File: config.mk
export PLATFORM = sky130hd
export DESIGN_NAME = cover_toggle_collector
export DESIGN_NICKNAME = d
export VERILOG_FILES = /design/src/rtl/cover_toggle_collector.sv
export SDC_FILE = /design/constraint.sdc
export NUM_CORES = 1
export LEC_CHECK = 0
export BUFFER_PORTS_ARGS = -buffer_cell sky130_fd_sc_hd__buf_2
export CAP_MARGIN = 10
export CORE_MARGIN = 10
export CORE_UTILIZATION = 50
export DETAILED_ROUTE_END_ITERATION = 12
export PLACE_DENSITY = 0.83
export SLEW_MARGIN = 20
export SYNTH_ARGS = -nofsm -noshare
export SYNTH_HDL_FRONTEND = slang
export SYNTH_SLANG_ARGS = --single-unit
File: constraint.sdc
create_clock -name clock -period 8.4 [get_ports clock]
set_input_delay 0.42 -clock clock [delete_from_list [all_inputs] [get_ports clock]]
set_output_delay 0.42 -clock clock [all_outputs]
set_load 0.03 [all_outputs]
File: src/rtl/cover_toggle_collector.sv
// Toggle-coverage collector: sticky hit bitmap, reports each newly covered point's global index once.
// Optional hit_events statistics counter enabled by defining COVER_TOGGLE_STATS_EN.
module cover_toggle_collector #(
  parameter int WIDTH       = 8,
  parameter int COVER_INDEX = 0,
  parameter int IDX_W       = 32
) (
  input  logic                       clock,
  input  logic                       reset,
  input  logic [WIDTH-1:0]           valid,
  input  logic                       clear,
  output logic                       out_valid,
  input  logic                       out_ready,
  output logic [IDX_W-1:0]           out_index,
  output logic [$clog2(WIDTH+1)-1:0] covered_count,
  output logic                       all_covered,
  output logic [31:0]                hit_events
);
  localparam int CW = $clog2(WIDTH+1);

  typedef enum logic {EMPTY = 1'b0, HOLD = 1'b1} state_t;

  function automatic logic [CW-1:0] popcount(input logic [WIDTH-1:0] v);
    logic [CW-1:0] n;
    n = '0;
    for (int i = 0; i < WIDTH; i++) n = n + CW'(v[i]);
    return n;
  endfunction

  function automatic int lowest_set(input logic [WIDTH-1:0] v);
    int idx;
    idx = 0;
    for (int i = WIDTH-1; i >= 0; i--) if (v[i]) idx = i;
    return idx;
  endfunction

  state_t                state_q, state_d;
  logic [WIDTH-1:0]      hit_map;
  logic [WIDTH-1:0]      newly_p0;
  logic [WIDTH-1:0]      pend_p1;
  logic [WIDTH-1:0]      pop_mask;
  logic                  pop;
  int                    pop_idx;
  logic [IDX_W-1:0]      idx_p2;
  logic [CW-1:0]         cnt_p1;

  // Stage 0: strobes against the sticky bitmap
  assign newly_p0 = valid & ~hit_map;

  // Stage 1 -> 2: pick lowest pending point when the output slot is free or being drained
  assign pop      = (|pend_p1) && ((state_q == EMPTY) || out_ready);
  assign pop_idx  = lowest_set(pend_p1);
  assign pop_mask = pop ? (WIDTH'(1) << pop_idx) : '0;

  always_ff @(posedge clock or negedge reset) begin
    if (!reset) begin
      state_q <= EMPTY;
    end else begin
      state_q <= state_d;
    end
  end

  always_comb begin
    state_d = state_q;
    if (clear) begin
      state_d = EMPTY;
    end else begin
      case (state_q)
        EMPTY:   if (|pend_p1) state_d = HOLD;
        HOLD:    if (out_ready && !(|pend_p1)) state_d = EMPTY;
        default: state_d = EMPTY;
      endcase
    end
  end

  always_comb begin
    out_valid = (state_q == HOLD);
  end

  always_ff @(posedge clock or negedge reset) begin
    if (!reset) begin
      hit_map <= '0;
      pend_p1 <= '0;
      cnt_p1  <= '0;
      idx_p2  <= '0;
    end else if (clear) begin
      hit_map <= '0;
      pend_p1 <= '0;
      cnt_p1  <= '0;
    end else begin
      hit_map <= hit_map | valid;
      pend_p1 <= (pend_p1 & ~pop_mask) | newly_p0;
      cnt_p1  <= cnt_p1 + popcount(newly_p0);
      if (pop) idx_p2 <= IDX_W'(COVER_INDEX) + IDX_W'(pop_idx);
    end
  end

  assign out_index     = idx_p2;
  assign covered_count = cnt_p1;
  assign all_covered   = (cnt_p1 == CW'(WIDTH));

`ifdef COVER_TOGGLE_STATS_EN
  function automatic logic [31:0] sat_add32(input logic [31:0] a, input logic [31:0] b);
    logic [32:0] s;
    s = {1'b0, a} + {1'b0, b};
    return s[32] ? 32'hFFFF_FFFF : s[31:0];
  endfunction

  logic [31:0] events_q;

  always_ff @(posedge clock or negedge reset) begin
    if (!reset) begin
      events_q <= '0;
    end else if (clear) begin
      events_q <= '0;
    end else begin
      events_q <= sat_add32(events_q, 32'(popcount(valid)));
    end
  end

  assign hit_events = events_q;
`else
  assign hit_events = '0;
`endif

endmodule

# ---- Yosys cells after proc, flatten, opt, wreduce, memory -nomap -nowiden
# Cells that the tools add are included.
dict set report totals {
  elab_cells 45
  in_bits 12
  output_inout_bits 70
  ff_bits 53
}
dict set report classes {
  reduce_logical 6
  add_sub_neg 8
  n_eq_ne 1
  shift 1
  mux 16
  n_bitwise 8
}
# cell n
set op_table {}
lappend op_table {{$mux 32} 4}
lappend op_table {{$shl 1x32->8 const A} 1}
lappend op_table {{$mux 8} 3}
lappend op_table {{$add 4x1->4} 4}
lappend op_table {{$and 8x8->8} 2}
lappend op_table {{$not 8->8} 2}
lappend op_table {{$or 8x8->8} 2}
lappend op_table {{$mux 3} 4}
lappend op_table {{$reduce_or 8->1} 1}
lappend op_table {{$add 3x1->4} 1}
lappend op_table {{$add 4x4->4} 1}
lappend op_table {{$eq 4x4->1 const B} 1}
lappend op_table {{$mux 4} 1}
lappend op_table {{$add 2x1->3} 1}
lappend op_table {{$mux 1} 3}
lappend op_table {{$add 1x1->2} 1}
lappend op_table {{$logic_and 1x1->1} 2}
lappend op_table {{$not 1->1} 2}
lappend op_table {{$pmux 1 s2} 1}
lappend op_table {{$reduce_and 2->1} 1}
lappend op_table {{$logic_not 1->1} 1}
lappend op_table {{$logic_or 1x1->1} 1}

# ---- Depth between registers and ports, before layout
# Gate-level depths: netlist of run 1.
dict set report logic_depth {
  word_depth 14
  ltp_mapped 11
  ltp_nobuf 11
}

# ---- Least setup slack after synthesis of run 1
# No wires, ideal clock.
dict set report synth_timing {
  path_type {input -> register}
  startpoint {in valid[2]}
  endpoint {reg cnt_p1[2] (netlist: covered_count[2])}
  path_stages 9
  t_required_ns 8.268
  setup_ns 0.132
  path_buffers 0
  arrival_time_ns 3.031
  setup_slack_ns 5.237
  cell_sequence {nor2b_1 fa_1 fa_1 inv_1 fa_1 fa_1 fa_1 xor2_1 nor2_1}
}
dict set report synth_via {
  elab_chain_len 9
}
# element line_no
set synth_rtl {}
lappend synth_rtl {{start: declaration} 10} ;# input logic [WIDTH-1:0] valid,
lappend synth_rtl {{$and 8x8->8} 48} ;# assign newly_p0 = valid & ~hit_map;
lappend synth_rtl {{$add 2x1->3} 26} ;# for (int i = 0; i < WIDTH; i++) n = n + CW'(v[i]);
lappend synth_rtl {{$add 3x1->4} 26}
lappend synth_rtl {{$add 4x1->4 (4 in series)} 26}
lappend synth_rtl {{$add 4x4->4} 93} ;# cnt_p1 <= cnt_p1 + popcount(newly_p0);
lappend synth_rtl {{$mux 4} 86} ;# end else if (clear) begin
lappend synth_rtl {{end signal: assignment} 93}
lappend synth_rtl {{end: declaration} 45} ;# logic [CW-1:0] cnt_p1;
# No other way between the ends.
# A chain may end at the register's enable or synchronous reset.

# ---- Worst setup path in the final report of run 1
dict set report layout_timing {
  startpoint {reg hit_map[0]}
  endpoint {reg cnt_p1[2] (netlist: covered_count[2])}
}
dict set report layout_via {
  elab_chain_len 11
}
# element line_no
set layout_rtl {}
lappend layout_rtl {{start: declaration} 38} ;# logic [WIDTH-1:0] hit_map;
lappend layout_rtl {{start signal: assignment} 91} ;# hit_map <= hit_map | valid;
lappend layout_rtl {{$not 8->8} 48}
lappend layout_rtl {{$and 8x8->8} 48}
lappend layout_rtl {{$add 1x1->2} 26}
lappend layout_rtl {{$add 2x1->3} 26}
lappend layout_rtl {{$add 3x1->4} 26}
lappend layout_rtl {{$add 4x1->4 (4 in series)} 26}
lappend layout_rtl {{$add 4x4->4} 93}
lappend layout_rtl {{$mux 4} 86}
# No other way between the ends.

==> results.sh, run 1 <==
export IMPL_fin_util_pct=50.62
export IMPL_drive_gt1_share_pct=14.78
export IMPL_finalSetupTns_ns=0
export IMPL_diodes=0
export IMPL_grt_pass1_vias=1096
export IMPL_clockBufferDepth=2
export IMPL_path_class="flop to flop"
export IMPL_leakagePower_nw=0.8958
export IMPL_whs_ns=0.05165
export IMPL_viasPerCell=4.301
export IMPL_die_w_um=78.64
export IMPL_synth_top_area_share_pct=34.93
export IMPL_cts_buffers=3
export IMPL_skew_ns=0.01263
export IMPL_required_ns=8.62
export IMPL_cp_arrival_ns=3.44
export IMPL_min_period_ns=3.220
export IMPL_dpl_hpwl_um=2689
export IMPL_vias=1071
export IMPL_die_h_um=78.64
export IMPL_wire_per_inst_um=13.06
export IMPL_slew_headroom_pct=63.93
export IMPL_pin_count=82
export IMPL_gr_total_overflow=0
export IMPL_synth_seq_area_share_pct=34.93
export IMPL_grt_util_all_layers_pct=10.15
export IMPL_antenna_left=0
export IMPL_clk_pin_slew_worst_paths_ns=0.14
export IMPL_outcome="completed"
export IMPL_areaGrowthSynthToFinish_pct=-1.747
export IMPL_final_cell_area_mm2=0.001689
export IMPL_placedCellCount=245
export IMPL_fmax_mhz=310.6
export IMPL_maxCapViolCount=0
export IMPL_rows=21
export IMPL_start_util_pct=51.52
export IMPL_grt_pass1_wl_um=5230
export IMPL_coreArea_mm2=0.003337
export IMPL_antenna_found_initial=0
export IMPL_wl_um=3253
export IMPL_setup_viol=0
export IMPL_post_cts_buffers=0
export IMPL_cts_htree_levels=1
export IMPL_cts_resized=0
export IMPL_synth_area_mm2=0.001719
export IMPL_peakVddDrop_mv=0.1228
export IMPL_cts_hold_buf=0
export IMPL_hold_viol_final=0
export IMPL_synth_largest_area_cell="dfrtp_1"
export IMPL_critPathMaxFanout=2
export IMPL_gp_congestion=0.8646
export IMPL_period_share_pct=38.33
export IMPL_hold_class="input port to asynchronous set/reset pin"
export IMPL_worstSetupEndpointType="flop"
export IMPL_synth_ff_type="dfrtp_1"
export IMPL_dpl_cell_area_mm2=0.001637
export IMPL_drc_errors=0
export IMPL_finalPower_uw=410.0
export IMPL_p_per_area_mw_per_mm2=242.7
export IMPL_startpoint_type="flop"
export IMPL_io_buffers=20
export IMPL_fin_ws_ns=5.180
export IMPL_drt_pass1_iterations=4
export IMPL_synth_edf_count=0
export IMPL_grt_max_degree=25
export IMPL_synth_warnings=0
export IMPL_synthTopCellsByArea="dfrtp_1 (35%), buf_4 (27%), nor2_1 (5.9%)"
export IMPL_ys_types=34
export IMPL_instances_no_fill=249
export IMPL_clk_latency_ns=0.32
export IMPL_syn_inst=182
export IMPL_ys_seq_elements=24
export IMPL_grt_setup_unrepaired="no"
export IMPL_dp_slack_ns=5.023
export IMPL_final_max_slew_violation_count=0
export IMPL_synth_avg_cell_area_um2=9.446
export IMPL_cts_tree="yes"
export IMPL_dieArea_mm2=0.006183
export IMPL_drt_iter0_markers=61
export IMPL_cts_root_buf="clkbuf_4"
export IMPL_cts_sinks=24
export IMPL_synthArstFlopShare_pct=100.0
export IMPL_nNetsFinal=226
export IMPL_worst_pin_slew_ns=0.5411
## area by class of cell
type,instances,area (um^2)
timing repair buffer,20,100.1
clock buffer,3,22.52
clock inverter,1,30.03
tap,46,57.56
inverter,7,26.28
sequential,24,600.6
multi-input combinational,148,852.1
fill,342,1648
## sequential cells by signal, indices dropped and copies added (netlist names)
| register | count |
|---|---|
| out_index | 3 |
| covered_count | 4 |
| out_valid | 1 |
| hit_map | 8 |
| pend_p1 | 8 |
## cells by family after synthesis
| kind of cell | after synthesis | share of synthesized area (%) |
|---|---|---|
| flip-flops | 24 | 34.93 |
| AO/OA/AOI/OAI | 23 | 8.952 |
| buffers and inverters | 70 | 28.60 |
| other | 1 | 0.2181 |
| multiplexers | 2 | 1.747 |
| adder cells (fa/ha/maj) | 10 | 9.462 |
| AND/OR/NAND/NOR | 50 | 15.07 |
| XOR/XNOR | 2 | 1.019 |
## critical path, cell delays in order (launching register included)
cell and delay [ns]:
dfrtp_1 0.40, nor2b_1 0.21, fa_1 0.48, fa_1 0.51, inv_1 0.05, fa_1 0.44
fa_1 0.41, fa_1 0.39, xor2_1 0.16, nor2_1 0.05
## path summary, 6_finish.rpt
check | startpoint | to | slack, ns | cells past startpoint
max | hit_map[0]$_DFF_PN0_ | covered_count[2]$_DFF_PN0_ | 5.18 | 9
min | reset | covered_count[2]$_DFF_PN0_ | 0.05 | 1
max reg2reg | hit_map[0]$_DFF_PN0_ | covered_count[2]$_DFF_PN0_ | 5.18 | 9
min reg2reg | hit_map[5]$_DFF_PN0_ | hit_map[5]$_DFF_PN0_ | 0.50 | 2
max in group asynchronous | reset | pend_p1[5]$_DFF_PN0_ | 7.98 | 1
min in group clock | valid[2] | hit_map[2]$_DFF_PN0_ | 0.31 | 3
## report_power, final
part,leakage [nW],switching (mW),internal (mW)
combinational,0.562,0.121,0.0586
clock,0.0279,0.0357,0.0483
sequential,0.306,0.0144,0.132
## placed cells by master, fill, tap and decap left out, types with 2 or more instances in the layout
cell type	instances
nand2b_1	6
a21oi_1	7
nor2_1	27
dfrtp_1	24
clkbuf_4	3
nor2b_1	7
o21ai_1	4
conb_1	61
a21o_1	2
fa_1	5
buf_2	20
a31oi_1	2
inv_1	7
xor2_1	2
mux2_4	2
ha_1	5
## cells in the mapped netlist (2+ instances only)
library cell / number
buf_4: 61
nor2_1: 27
dfrtp_1: 24
a21oi_1: 7
inv_1: 7
nor2b_1: 7
nand2b_1: 6
fa_1: 5
ha_1: 5
o21ai_1: 4
a21o_1: 2
a31oi_1: 2
clkbuf_1: 2
mux2_4: 2
xor2_1: 2
## metal layers
layer | vias up | wire length (um) | global-route usage (%)
met4 | 0 | 19 | 1.971
met5 | - | 0 | 0
met3 | 4 | 277 | 5.125
li1 | 515 | - | -
met1 | 506 | 1410 | 11.94
met2 | 46 | 1545 | 16.37
Power figures use the tool's default switching activity.
==> run 2, diff against run 1 <==
--- a/config.mk
+++ b/config.mk
@@ -5,12 +5,13 @@
 export SDC_FILE = /design/constraint.sdc
 export NUM_CORES = 1
 export LEC_CHECK = 0
+export ABC_AREA = 1
 export BUFFER_PORTS_ARGS = -buffer_cell sky130_fd_sc_hd__buf_2
 export CAP_MARGIN = 10
 export CORE_MARGIN = 10
-export CORE_UTILIZATION = 50
+export CORE_UTILIZATION = 47
 export DETAILED_ROUTE_END_ITERATION = 12
-export PLACE_DENSITY = 0.83
+export PLACE_DENSITY = 0.79
 export SLEW_MARGIN = 20
 export SYNTH_ARGS = -nofsm -noshare
 export SYNTH_HDL_FRONTEND = slang
==> constraint.sdc (replaced) <==
create_clock -name clock -period 3.19 [get_ports clock]
set_input_delay 0.1595 -clock clock [delete_from_list [all_inputs] [get_ports clock]]
set_output_delay 0.1595 -clock clock [all_outputs]
set_load 0.03 [all_outputs]
==> run 2 against run 1 <==
Effect of this change:
- count of clock-buffer cells in the layout increased by 1
- combinational power rose to 2.8 times the previous value
- utilization decreased by 2.0 points
- sequential share of layout area down 1.5 points
- routed wire length rose by 4.9%
- hold slack gained 0.074 ns
- maximum frequency increased by 3.7%
- largest cell class unchanged
- cell area grew 4.5%
- global-route usage decreased by 0.46 points
- sequential cell count unchanged
- sequential power increased to 2.6 times the previous value
- die area rose by 6.2%
==> results.sh, run 2 <==
export IMPL_fmax_mhz=322.0
export IMPL_synth_seq_area_share_pct=34.31
export IMPL_r2r_slack_ns=0.08
export IMPL_sequentialPowerShare_pct=35.0
export IMPL_peakVddDrop_mv=0.4149
export IMPL_startpoint_type="flop"
export IMPL_drt_iter0_markers=113
export IMPL_fin_util_pct=48.59
export IMPL_clockBufferDepth=2
export IMPL_power_internal_uw=617.6
export IMPL_diodes=0
export IMPL_gp_congestion=0.7990
export IMPL_ys_types=25
export IMPL_endpoint="covered_count[1]$_DFF_PN0_"
export IMPL_synth_avg_cell_area_um2=8.257
export IMPL_p_sw_uw=479.9
export IMPL_dp_slack_ns=-0.06324
export IMPL_hold_viol_final=0
export IMPL_p_per_area_mw_per_mm2=621.6
export IMPL_leakagePower_nw=1.008
export IMPL_cts_tree="yes"
export IMPL_gr_total_overflow=0
export IMPL_coreArea_mm2=0.003633
export IMPL_dieArea_mm2=0.006565
export IMPL_synth_area_mm2=0.001750
export IMPL_rows=22
export IMPL_antenna_left=0
export IMPL_grt_pass1_wl_um=5175
export IMPL_maxCapViolCount=0
export IMPL_whs_ns=0.1260
export IMPL_antenna_found_initial=0
export IMPL_startpoint="hit_map[2]$_DFF_PN0_"
export IMPL_cts_sinks=24
export IMPL_worstReg2RegStart="hit_map[2]$_DFF_PN0_"
export IMPL_final_max_slew_violation_count=0
export IMPL_synth_commonest_cells="buf_4 (61), nor2_1 (31), dfrtp_1 (24), nand2_1 (24), inv_1 (22)"
export IMPL_synth_largest_area_cell="dfrtp_1"
export IMPL_r2r_cells=8
export IMPL_dr_wl_met3_um=363
export IMPL_mostFrequentLayoutCell="conb_1"
export IMPL_pin_count=82
export IMPL_period_share_pct=97.34
export IMPL_cpMostUsedCell="fa_1"
export IMPL_path_class="flop to flop"
export IMPL_grt_pass1_vias=1091
export IMPL_required_ns=3.33
export IMPL_finalSetupTns_ns=0
export IMPL_worstPathCellList="nor2_4 > fa_1 > fa_1 > inv_1 > fa_1 > fa_2 > fa_2 > nor2_1"
export IMPL_grt_setup_unrepaired="yes"
export IMPL_multi_input_area_um2=822.0
export IMPL_hold_class="input port to flop"
export IMPL_switching_share_pct=43.73
export IMPL_ys_seq_elements=24
export IMPL_critPathMaxFanout=2
export IMPL_io_buffers=20
export IMPL_die_h_um=81.03
export IMPL_synthTopCellsByArea="dfrtp_1 (34%), buf_4 (26%), nor2_1 (6.6%)"
export IMPL_placedCellCount=277
export IMPL_drt_pass1_iterations=4
export IMPL_wl_um=3414
export IMPL_drt_met1_wl_um=1286
export IMPL_synth_edf_count=0
export IMPL_instances_no_fill=284
export IMPL_slew_headroom_pct=63.92
export IMPL_layout_common_cells="conb_1 (61), nor2_1 (29), nand2_1 (24), dfrtp_1 (24), inv_1 (22)"
export IMPL_syn_inst=212
export IMPL_final_cell_area_mm2=0.001765
export IMPL_cpMaxStageDelayCell="fa_2"
export IMPL_synth_ff_type="dfrtp_1"
export IMPL_grt_util_all_layers_pct=9.694
export IMPL_synthArstFlopShare_pct=100.0
export IMPL_drive_gt1_share_pct=18.22
export IMPL_start_util_pct=48.17
export IMPL_worstSetupEndpointType="flop"
export IMPL_highest_layer="met4"
export IMPL_nFillCells=372
export IMPL_finalPower_mw=1.097
export IMPL_dpl_hpwl_um=2831
export IMPL_yosysMostFrequentCell="buf_4"
export IMPL_r2r_end="covered_count[1]$_DFF_PN0_"
export IMPL_comb_power_share_pct=46.5
export IMPL_min_period_ns=3.105
export IMPL_cp_arrival_ns=3.24
export IMPL_wl_met2_um=1757
export IMPL_clk_latency_ns=0.26
export IMPL_seqCellArea_um2=600.6
export IMPL_outcome="completed"
export IMPL_synth_top_area_share_pct=34.31
export IMPL_areaGrowthSynthToFinish_pct=0.8576
export IMPL_setup_viol=0
export IMPL_cts_root_buf="clkbuf_8"
export IMPL_drc_errors=0
export IMPL_dpl_cell_area_mm2=0.001670
export IMPL_synth_warnings=0
export IMPL_pwr_share_clk_pct=18.6
export IMPL_worst_pin_slew_ns=0.5412
export IMPL_cts_htree_levels=1
export IMPL_skew_ns=0.003323
export IMPL_fin_ws_ns=0.08479
export IMPL_cts_buffers=3
export IMPL_vias=1144
export IMPL_worstHoldPathCells=3
export IMPL_die_w_um=81.03
export IMPL_grt_max_degree=25
export IMPL_nNetsFinal=259
export IMPL_viasPerCell=4.028
export IMPL_slowest_delay_ns=0.53
export IMPL_clk_pin_slew_worst_paths_ns=0.08
export IMPL_wire_per_inst_um=12.02
==> run 2: cell types whose count changed after synthesis, sizes merged, moves of 6 or more <==
cell    previous run  this run
inv                7        26
nor2              28        35
nor2b              7         0
nand2b             6         0
nand2              1        27
==> run 2: per-layer routing <==
| layer | vias to the layer above | track usage, % |
|---|---|---|
| li1 | 568 | - |
| met1 | 526 | 11.34 |
| met2 | 48 | 16.88 |
| met3 | 2 | 3.201 |
| met4 | 0 | 2.076 |
| met5 | - | 0 |
==> run 2: power by group through the flow <==
stage          Sequential, mW  Clock, mW  Combinational (mW)
2_1_floorplan           0.434          0               0.388
3_3_place_gp            0.386          0               0.466
3_5_place_dp            0.387          0               0.493
4_1_cts                 0.383      0.209               0.499
5_1_grt                 0.390      0.225               0.568
6_report                0.384      0.204               0.510
==> run 2: kinds of logic after synthesis <==
kind of cell | after synthesis | share of synthesized area [%]
buffers and inverters | 90 | 32.45
and+or+nand+nor | 67 | 17.08
DFF | 24 | 34.31
other | 1 | 0.2142
AOI/OAI and AO/OA | 17 | 5.147
xor gates and xnor gates | 3 | 1.501
adders and majority gates | 10 | 9.293
==> run 2: worst min-delay path by stage <==
| stage | startpoint | to | slack, ns |
|---|---|---|---|
| after floorplan | reset | covered_count[0]$_DFF_PN0_ | -0.14 |
| after global placement | reset | out_index[1]$_DFFE_PN0P_ | 0.17 |
| after detailed placement | reset | out_index[1]$_DFFE_PN0P_ | 0.18 |
| after CTS | valid[7] | hit_map[7]$_DFF_PN0_ | 0.12 |
| after global routing | valid[6] | hit_map[6]$_DFF_PN0_ | 0.14 |
| final | valid[4] | hit_map[4]$_DFF_PN0_ | 0.13 |
==> run 2: repair_timing <==
item | in CTS | in global routing
setup buffers | 0 | 2
endpoints found under the hold margin | 24 | 0
hold buffers | 1 | 0
pin swaps | 0 | 4
endpoints found under the setup margin | 1 | 3
gates resized for setup | 2 | 3
==> run 2: layout make-up <==
class	instances	share of cell area (%)
multi-input cells	158	46.56
flip-flops and latches	24	34.02
repair buffers	23	7.087
inverters	27	5.811
well taps	48	3.402
clock buffers	4	3.118
==> run 2: worst max-delay path, delay by kind of cell (launching register included) <==
kind	cells	cell delay (ns)
and+or+nand+nor	2	0.18
buffers and inverters	1	0.05
DFF	1	0.42
adders and majority gates	5	2.33
==> run 3, diff against run 2 <==
--- a/config.mk
+++ b/config.mk
@@ -6,12 +6,12 @@
 export NUM_CORES = 1
 export LEC_CHECK = 0
 export ABC_AREA = 1
-export BUFFER_PORTS_ARGS = -buffer_cell sky130_fd_sc_hd__buf_2
+export BUFFER_PORTS_ARGS = -buffer_cell sky130_fd_sc_hd__clkbuf_2
 export CAP_MARGIN = 10
 export CORE_MARGIN = 10
-export CORE_UTILIZATION = 47
+export CORE_UTILIZATION = 50
 export DETAILED_ROUTE_END_ITERATION = 12
-export PLACE_DENSITY = 0.79
+export PLACE_DENSITY = 0.83
 export SLEW_MARGIN = 20
 export SYNTH_ARGS = -nofsm -noshare
 export SYNTH_HDL_FRONTEND = slang
==> constraint.sdc (replaced) <==
create_clock -name clock -period 3.6 [get_ports clock]
set_input_delay 0.18 -clock clock [delete_from_list [all_inputs] [get_ports clock]]
set_output_delay 0.18 -clock clock [all_outputs]
set_load 0.03 [all_outputs]
==> run 3 against run 2 <==
Effect of this change:
- maximum frequency decreased by 4.0%
- global-route usage increased by 0.39 points
- non-clock buffer count decreased by 2
- critical path depth increased by 1
- combinational power decreased by 18%
- clock skew increased by 0.0097 ns
- routed wire length decreased by 4.3%
- cell area decreased by 2.9%
- cell count decreased by 1.4%
- sequential power decreased by 12%
- critical path type unchanged
==> results.sh, run 3 (same netlist as run 2, synthesis figures left out) <==
export IMPL_outcome="completed"
export IMPL_required_ns=3.81
export IMPL_fmax_mhz=309.2
export IMPL_diodes=0
export IMPL_min_period_ns=3.234
export IMPL_cp_arrival_ns=3.45
export IMPL_slew_headroom_pct=60.70
export IMPL_rows=21
export IMPL_wire_per_inst_um=11.67
export IMPL_wl_um=3267
export IMPL_gp_congestion=0.8444
export IMPL_nNetsFinal=257
export IMPL_leakagePower_nw=0.9887
export IMPL_antenna_found_initial=0
export IMPL_grt_pass1_wl_um=5285
export IMPL_grt_util_all_layers_pct=10.08
export IMPL_dpl_hpwl_um=2689
export IMPL_cts_buffers=3
export IMPL_dpl_cell_area_mm2=0.001668
export IMPL_p_per_area_mw_per_mm2=527.9
export IMPL_finalSetupTns_ns=0
export IMPL_whs_ns=0.07580
export IMPL_placedCellCount=275
export IMPL_vias=1119
export IMPL_maxCapViolCount=0
export IMPL_grt_pass1_vias=1230
export IMPL_pin_count=82
export IMPL_hold_viol_final=0
export IMPL_io_buffers=20
export IMPL_peakVddDrop_mv=0.3452
export IMPL_skew_ns=0.01303
export IMPL_cts_resized=0
export IMPL_gr_total_overflow=0
export IMPL_grt_busiest_layer="met2"
export IMPL_r2r_slack_ns=0.37
export IMPL_hold_class="input port to flop"
export IMPL_instances_no_fill=280
export IMPL_startpoint_type="flop"
export IMPL_clockBufferDepth=2
export IMPL_clk_pin_slew_worst_paths_ns=0.14
export IMPL_die_w_um=79.17
export IMPL_layout_common_cells="conb_1 (61), nor2_1 (31), nand2_1 (24), dfrtp_1 (24), inv_1 (22)"
export IMPL_cts_tree="yes"
export IMPL_cts_root_buf="clkbuf_4"
export IMPL_final_cell_area_mm2=0.001714
export IMPL_final_max_slew_violation_count=0
export IMPL_dieArea_mm2=0.006268
export IMPL_die_h_um=79.17
export IMPL_use_met1_pct=9.656
export IMPL_antenna_left=0
export IMPL_drt_iter0_markers=44
export IMPL_areaGrowthSynthToFinish_pct=-2.073
export IMPL_met3_usage_pct=4.730
export IMPL_clk_latency_ns=0.33
export IMPL_start_util_pct=52.05
export IMPL_coreArea_mm2=0.003363
export IMPL_viasPerCell=3.996
export IMPL_worst_pin_slew_ns=0.5895
export IMPL_grt_setup_unrepaired="no"
export IMPL_grt_max_degree=25
export IMPL_mostFrequentLayoutCell="conb_1"
export IMPL_setup_viol=0
export IMPL_path_class="flop to flop"
export IMPL_drive_gt1_share_pct=15.81
export IMPL_period_share_pct=89.83
export IMPL_cts_htree_levels=1
export IMPL_grtUsageMet2_pct=18.60
export IMPL_drc_errors=0
export IMPL_cts_sinks=24
export IMPL_drt_pass1_iterations=4
export IMPL_worstSetupEndpointType="flop"
export IMPL_critPathMaxFanout=2
==> run 3: cell types whose count changed in the layout (fill, tap and decap cells not counted), sizes merged <==
cell,change
clkbuf,+20
buf,-22
==> run 3: worst paths after layout <==
path                                           from                    endpoint  depth (start not counted)
hold / removal                             valid[7]        hit_map[7]$_DFF_PN0_                          3
setup reg to reg               hit_map[2]$_DFF_PN0_  covered_count[2]$_DFF_PN0_                          9
setup / recovery               hit_map[2]$_DFF_PN0_  covered_count[2]$_DFF_PN0_                          9
hold reg to reg            out_index[2]$_DFFE_PN0P_    out_index[2]$_DFFE_PN0P_                          2
min in group asynchronous                     reset        hit_map[2]$_DFF_PN0_                          2
max in group asynchronous                     reset         out_valid$_DFF_PN0_                          2
==> run 3: per-layer routing <==
layer,share of wire (%),routed length (um)
met1,37,1222
met2,52,1708
met3,8.9,290
met4,1.4,46
met5,0,0
==> run 3: timing repair <==
item	4_1_cts	5_1_grt
setup buffers	0	0
hold endpoints to repair	24	0
hold buffers	1	0
==> run 3: metrics by stage <==
stage / total power [mW] / worst slack (ns) / util [%]
2_1_floorplan: 0.7280 / 0.4759 / -
3_3_place_gp: 0.7517 / 0.4713 / 49.59
3_5_place_dp: 0.7624 / 0.4014 / 49.59
4_1_cts: 0.9159 / 0.3421 / 50.97
5_1_grt: 0.9740 / 0.2155 / 50.97
6_report: 0.9048 / 0.3660 / 50.97
==> run 3: power breakdown <==
part           internal [mW]  switching [mW]  total (mW)  leakage [nW]
Combinational          0.124           0.296       0.420         0.661
Clock                 0.0619          0.0848       0.147        0.0210
Sequential             0.308          0.0300       0.338         0.306
==> run 3: area by class of cell <==
type                    count  area [um^2]
flip-flops and latches     24        600.6
fillers                   339         1649
repair buffers             21        110.1
well taps                  46        57.56
clock buffers               4        36.28
inverters                  27        102.6
multi-input cells         158        807.0
==> run 3: worst max-delay path: stages, from the launching register on <==
cell and delay, ns:
dfrtp_1 0.41, nor2_1 0.19, fa_1 0.47, fa_1 0.51, inv_1 0.06, fa_1 0.46
fa_1 0.41, fa_1 0.39, xor2_1 0.16, nor2_1 0.06
